[src/rtl/countdown_pkg.sv]
// Shared definitions for the countdown timer: FSM state encoding and default widths.
package countdown_pkg;

    localparam int unsigned DefWidth = 8;
    localparam int unsigned DefPreW  = 4;

    typedef enum logic [1:0] {
        StIdle = 2'd0,
        StRun  = 2'd1,
        StDone = 2'd2
    } state_e;

endpackage

[src/rtl/tick_gen.sv]
// Prescaler: emits one tick every presc+1 enabled cycles; clr restarts the count at zero.
module tick_gen #(
    parameter int unsigned PRE_W = countdown_pkg::DefPreW
) (
    input  logic             clk,
    input  logic             rst,
    input  logic             clr,
    input  logic             en,
    input  logic [PRE_W-1:0] presc,
    output logic             tick
);

    logic [PRE_W-1:0] cnt_q, cnt_d;

    // Compared live against presc so a mid-run change applies at the next comparison.
    assign tick = en && !clr && (cnt_q == presc);

    always_comb begin
        cnt_d = cnt_q;
        if (clr) begin
            cnt_d = '0;
        end else if (en) begin
            cnt_d = tick ? '0 : cnt_q + 1'b1;
        end
    end

    always_ff @(posedge clk or negedge rst) begin
        if (!rst) begin
            cnt_q <= '0;
        end else begin
            cnt_q <= cnt_d;
        end
    end

endmodule

[src/rtl/countdown_timer.sv]
// Prescaled countdown timer with load/start/abort commands, optional auto-reload and
// registered val/busy/expired/done outputs.
module countdown_timer
    import countdown_pkg::*;
#(
    parameter int unsigned WIDTH = DefWidth,
    parameter int unsigned PRE_W = DefPreW
) (
    input  logic             clk,
    input  logic             rst,
    input  logic             load,
    input  logic [WIDTH-1:0] load_val,
    input  logic             start,
    input  logic             en,
    input  logic             abort,
    input  logic             auto_reload,
    input  logic [PRE_W-1:0] presc,
    output logic [WIDTH-1:0] val,
    output logic             busy,
    output logic             expired,
    output logic             done
);

    state_e           state_q;
    logic [WIDTH-1:0] val_q, reload_q;
    logic             busy_q, expired_q, done_q;
    logic             tick;
    logic             presc_clr;
    logic [WIDTH-1:0] start_val;

    // Prescaler held at zero outside RUN so every RUN entry starts a fresh period.
    assign presc_clr = (state_q != StRun) || abort;
    assign start_val = (state_q == StDone) ? reload_q : val_q;

    tick_gen #(
        .PRE_W (PRE_W)
    ) u_tick_gen (
        .clk   (clk),
        .rst   (rst),
        .clr   (presc_clr),
        .en    (en),
        .presc (presc),
        .tick  (tick)
    );

    always_ff @(posedge clk or negedge rst) begin
        if (!rst) begin
            state_q   <= StIdle;
            val_q     <= '0;
            reload_q  <= '0;
            busy_q    <= 1'b0;
            expired_q <= 1'b0;
            done_q    <= 1'b0;
        end else begin
            expired_q <= 1'b0;
            if (abort) begin
                state_q <= StIdle;
                busy_q  <= 1'b0;
                done_q  <= 1'b0;
            end else begin
                unique case (state_q)
                    StRun: begin
                        if (tick) begin
                            if (val_q > WIDTH'(1)) begin
                                val_q <= val_q - 1'b1;
                            end else begin
                                expired_q <= 1'b1;
                                if (auto_reload) begin
                                    val_q <= reload_q;
                                end else begin
                                    val_q   <= '0;
                                    state_q <= StDone;
                                    busy_q  <= 1'b0;
                                    done_q  <= 1'b1;
                                end
                            end
                        end
                    end
                    StIdle, StDone: begin
                        if (load) begin
                            val_q    <= load_val;
                            reload_q <= load_val;
                            state_q  <= StIdle;
                            busy_q   <= 1'b0;
                            done_q   <= 1'b0;
                        end else if (start) begin
                            val_q <= start_val;
                            if (start_val == '0) begin
                                // Zero start value expires at once, skipping RUN.
                                expired_q <= 1'b1;
                                state_q   <= StDone;
                                busy_q    <= 1'b0;
                                done_q    <= 1'b1;
                            end else begin
                                state_q <= StRun;
                                busy_q  <= 1'b1;
                                done_q  <= 1'b0;
                            end
                        end
                    end
                    default: begin
                        state_q <= StIdle;
                        busy_q  <= 1'b0;
                        done_q  <= 1'b0;
                    end
                endcase
            end
        end
    end

    assign val     = val_q;
    assign busy    = busy_q;
    assign expired = expired_q;
    assign done    = done_q;

endmodule

[config.mk]
export PLATFORM = sky130hd
export DESIGN_NAME = countdown_timer
export DESIGN_NICKNAME = d
export VERILOG_FILES = /design/src/rtl/countdown_pkg.sv /design/src/rtl/tick_gen.sv /design/src/rtl/countdown_timer.sv
export SDC_FILE = /design/constraint.sdc
export NUM_CORES = 1
export LEC_CHECK = 0
export ABC_AREA = 1
export CORE_MARGIN = 2
export CORE_UTILIZATION = 49
export DETAILED_ROUTE_END_ITERATION = 8
export PLACE_DENSITY_LB_ADDON = 0.12
export SLEW_MARGIN = 40
export SYNTH_ARGS = -nofsm -noshare
export SYNTH_HDL_FRONTEND = slang
export SYNTH_SLANG_ARGS = --single-unit
[constraint.sdc]
create_clock -name clk -period 4.09 [get_ports clk]
set_input_delay 0.6135 -clock clk [delete_from_list [all_inputs] [get_ports clk]]
set_output_delay 0.6135 -clock clk [all_outputs]
set_load 0.02 [all_outputs]
Word-level counts from Yosys, hierarchy flattened
Index checks and enable logic that the tools add are counted.
W data, S select, Z words.
Operators by class
  $add $sub $neg: 2
  equality and inequality tests: 10
  bitwise gates (word level): 1
  order comparisons: 1
  reductions and logical operators: 12
  muxes and demuxes: 40
Operators with widths (count)
  $mux W8: 6
  $mux W1: 19
  $pmux W8 S2: 1
  $mux W2: 7
  $mux W4: 3
  $ne A3 B3 Y1 const B: 3
  $gt A8 B1 Y1 const B: 1
  $logic_not A8 Y1: 1
  $reduce_and A4 Y1: 2
  $sub A8 B1 Y8 const B: 1
  $pmux W1 S2: 3
  $add A4 B1 Y4 const B: 1
  $eq A4 B4 Y1: 1
  $ne A2 B1 Y1 const B: 2
  $ne A4 B4 Y1 const B: 1
  $pmux W2 S2: 1
  $reduce_bool A2 Y1: 2
  $ne A3 B2 Y1 const B: 1
  $reduce_and A3 Y1: 1
  $eq A2 B1 Y1 const B: 1
  $eq A2 B2 Y1 const B: 1
  $logic_and A1 B1 Y1: 2
  $logic_not A2 Y1: 1
  $reduce_or A2 Y1: 1
  other kinds (3): 3
Storage, ports and cells
  output and inout bits: 11
  bits of input ports: 19
  register bits after elaboration: 25
  word-level logic and storage cells: 73

Longest topological paths before layout
  depth after elaboration: 8
  depth in mapped cells: 11
  gate-level depth less buffers: 11

Cells and area by module
A second synthesis with hierarchy kept.
Unflattened totals
  cell total of the unflattened synthesis: 267
  area total of the unflattened synthesis: 1751.7 µm²
By module, submodules not included
  countdown_timer: seq. area each 475.5 µm², times used 1, area an instance 1443.9 µm², cells an instance 215
  tick_gen: seq. area each 100.1 µm², times used 1, area an instance 307.8 µm², cells an instance 52

Least setup slack after synthesis
OpenSTA, ideal clock, no wires.
  path type: reg2reg
  start point: register val_q[0] (netlist: val[0])
  end point: register val_q[2] (netlist: val[2])
  arrival: 1631 ps
  setup slack: 2332 ps
  stages on the path, launching flop included: 12
  period minus slack after synthesis: 1758 ps
  buffers on the path: 1
  library setup time: 127 ps
  path through: dfrtp_1 inv_1 ha_1 nor2_1 nor2_1 nand3_1 clkbuf_1 nand2_1 nand3_1 o21ai_0 nand2_1 o21ai_0
Between the ends
  word-level cells in the longest chain between the ends: 4
Ends and longest elaborated chain
  start: declaration: RTL line countdown_timer.sv:25  | logic [WIDTH-1:0] val_q, reload_q;
  start signal: assignment: RTL line countdown_timer.sv:65  | val_q <= val_q - 1'b1;
  start signal: assignment: RTL line countdown_timer.sv:69  | val_q <= reload_q;
  start signal: assignment: RTL line countdown_timer.sv:81  | val_q <= load_val;
  $sub A8 B1 Y8 or $gt A8 B1 Y1 (tied branches): RTL line countdown_timer.sv:65, countdown_timer.sv:64
  $mux W8 *: RTL line countdown_timer.sv:64  | if (val_q > WIDTH'(1)) begin
  $mux W8 *: RTL line countdown_timer.sv:63  | if (tick) begin
  $pmux W8 S2 *: RTL line countdown_timer.sv:61  | unique case (state_q)
Every way passes the cells marked *; elsewhere a longest branch is shown, timed or not. The select of a mux whose other input is x is not followed.
A chain may end at the register's enable or synchronous reset.

Worst setup path in the final report
  start point: register done_q (netlist: done)
  end point: output done
RTL lines
  start: declaration: RTL line countdown_timer.sv:26  | logic busy_q, expired_q, done_q;
  start signal: assignment: RTL line countdown_timer.sv:53  | done_q <= 1'b0;
  start signal: assignment: RTL line countdown_timer.sv:59  | done_q <= 1'b0;
  start signal: assignment: RTL line countdown_timer.sv:74  | done_q <= 1'b1;
  end: declaration: RTL line countdown_timer.sv:21  | output logic done
No word-level cell between the ends.

==> impl_metrics.yaml <==
layout:
  diodes: 0
  syn_to_final_growth_pct: 21.01
  layout-drive-gt1-share_pct: 5.735
  fin_area_mm2: 0.002047
  nNetsFinal: 302
  final_util_pct: 61.34
  final_cells: 325
worst_setup_path:
  critPathArrivalTime_ps: 1690
  crit_buf_inv: 1
  cp_data_required_time_ps: 3480
  worst-path-max-fanout: 10
  max_stage_delay_ps: 690
  cp-start-kind: "register"
  path_cells: "clkdlybuf4s50_1"
  worstSetupPathType: "register to primary output"
  crit_path_end_kind: "primary output"
  cp_top_family: "buffers and inverters"
  crit_path_top_delay_cell: "clkdlybuf4s50_1"
floorplan:
  dieHeight_um: 62.76
  rows: 21
  floorplan.initialDensity_pct: 50.69
  ios: 30
  die_x_um: 62.76
  coreArea_mm2: 0.003337
  dieArea_mm2: 0.003938
sta:
  setup_slack_ps: 1788
  finalCritPeriodShare_pct: 56.27
  rsz0062_at_grt: "false"
  timing.clock.skew_ps: 10.61
  hold_violations: 0
  setup_viol: 0
  tns_ps: 0
  fin_crit_ps: 2302
  fmax_ghz: 0.4345
  slew_headroom_pct: 63.22
  slew_viol_final: 0
  worst_pin_slew_ps: 551.7
synth:
  async_flop_share_pct: 100.0
  synth_warnings: 0
  synth-edff-count: 0
  yosysMostFrequentCell: "nand2_1"
  seq_area_frac_synth_pct: 35.50
  synth_common_cells: "nand2_1 (72), inv_1 (29), nor2_1 (29)"
  ys_ff_latch: 24
  ys_top_cells_by_area: "dfrtp_1 (36%), nand2_1 (16%), nand3_1 (8.0%), o21ai_0 (7.4%), inv_1 (6.4%)"
  yosysTopAreaCellShare_pct: 35.50
  ys_types: 28
  yosysTopAreaCell: "dfrtp_1"
  syn_area_per_cell_um2: 6.660
  syn_inst: 254
  ys.flop_type: "dfrtp_1"
  synth_nets: 276
  synth_area_mm2: 0.001692
status:
  outcome: "completed"
global_routing:
  grt_pass1_wl_mm: 6.851
  grt_use_met1_pct: 31.21
  grt_pass1_vias: 1511
  grt_use_total_pct: 21.80
  busiest_layer: "met2"
  gr-usage-met2_pct: 33.20
  grt_max_degree: 25
  antenna_found_initial: 0
  grt_use_met3_pct: 3.063
  grt_overflow: 0
clock_tree:
  cts_buffers: 3
  clk_pin_slew_ps: 140
  clockRootBuffer: "clkbuf_4"
  clock-sinks: 24
  cts_resized: 0
  htreeDepth: 1
  cts-hold-fix-buffers: 0
  insertion_delay_ps: 330
  cts_buffer_depth: 2
  cts_tree: "done"
  cts_setup_buffers: 0
run:
  cap_violations: 0
routing:
  drt_iter0_drc: 127
  ant_nets: 0
  drt-total-wl_mm: 3.867
  num_vias: 1710
  viasPerCell: 5.262
  firstDrtPassIters: 4
  wl_per_cell_um: 11.90
  drt_drc_violations_left: 0
power:
  power.density_mw_per_mm2: 461.3
  ir_worst_vdd_mv: 0.2144
  leakage_nw: 1.000
placed_design:
  gp_congestion: 0.8822
  post-dp-hpwl_mm: 3.004
  place_ws_ps: 1843
  placed_cells: 321
  place_area_mm2: 0.001994
  portBuffers: 29
worst_hold_path:
  hold_path.class: "input pin to asynchronous set/reset pin"
## area by class of cell
type	instances	area, um^2
fillers	324	1290
clock buffers	3	22.52
clock inverters	1	30.03
flip-flops and latches	24	600.6
repair buffers	29	285.3
inverters	30	112.6
multi-input cells	192	938.4
well taps	46	57.56
## metal layers
layer,share of wire (%),wire [um]
met5,0,0
met4,1.7,64
met3,5.5,214
met2,45,1731
met1,48,1858
## worst register-to-register path, delay by kind of cell, from the launching register on
family,cells,cell delay [ps]
adders and majority gates,1,250
DFF,1,450
AOI/OAI and AO/OA,2,220
and+or+nand+nor,6,690
buffers and inverters,2,470
## power breakdown
group | switching, mW | internal [mW]
Combinational | 0.266 | 0.175
Sequential | 0.0442 | 0.282
Clock | 0.0783 | 0.0993
Total | 0.388 | 0.556
## registers in the layout, summed over array words and instances (netlist names)
name	count
reload_q	8
val	8
done	1
u_tick_gen.cnt_q	4
expired	1
busy	1
state_q	1
## through the flow
stage | power [mW] | hold WS (ps)
floorplan | 0.6213 | 317.9
global placement | 0.7615 | 454.7
detailed placement | 0.7683 | 459.1
CTS | 0.9496 | 251.3
global route | 1.022 | 266.5
finish | 0.9443 | 239.1
## placed cells by master (no fill, tap or decap), types with 3 or more instances in the layout
| master | n |
|---|---|
| clkbuf_4 | 3 |
| inv_1 | 29 |
| o211ai_1 | 4 |
| nand3_1 | 27 |
| nor2_1 | 29 |
| a21oi_1 | 10 |
| clkdlybuf4s50_1 | 28 |
| o21ai_0 | 25 |
| ha_1 | 3 |
| nand2_1 | 72 |
| dfrtp_1 | 24 |
## path summary, 6_finish.rpt
check | from | to | slack, ps | cells after the start
setup / recovery | done$_DFFE_PN0P_ | done | 1790 | 1
hold / removal | rst | u_tick_gen.cnt_q[2]$_DFFE_PN0P_ | 240 | 1
setup reg to reg | val[0]$_DFFE_PN0P_ | val[4]$_DFFE_PN0P_ | 1890 | 11
hold reg to reg | busy$_DFFE_PN0P_ | busy$_DFFE_PN0P_ | 490 | 2
max in group asynchronous | rst | val[7]$_DFFE_PN0P_ | 3480 | 1
min in group clk | busy$_DFFE_PN0P_ | busy$_DFFE_PN0P_ | 490 | 2
## kinds of logic after synthesis
kind of cell | Yosys count | share of synthesized area [%]
compound gates | 44 | 14.65
xor+xnor | 3 | 1.554
fa+ha+maj | 3 | 2.219
buf+inv | 38 | 9.023
flops | 24 | 35.50
mux | 2 | 1.331
simple gates | 140 | 35.72
Power figures use the tool's default switching activity.
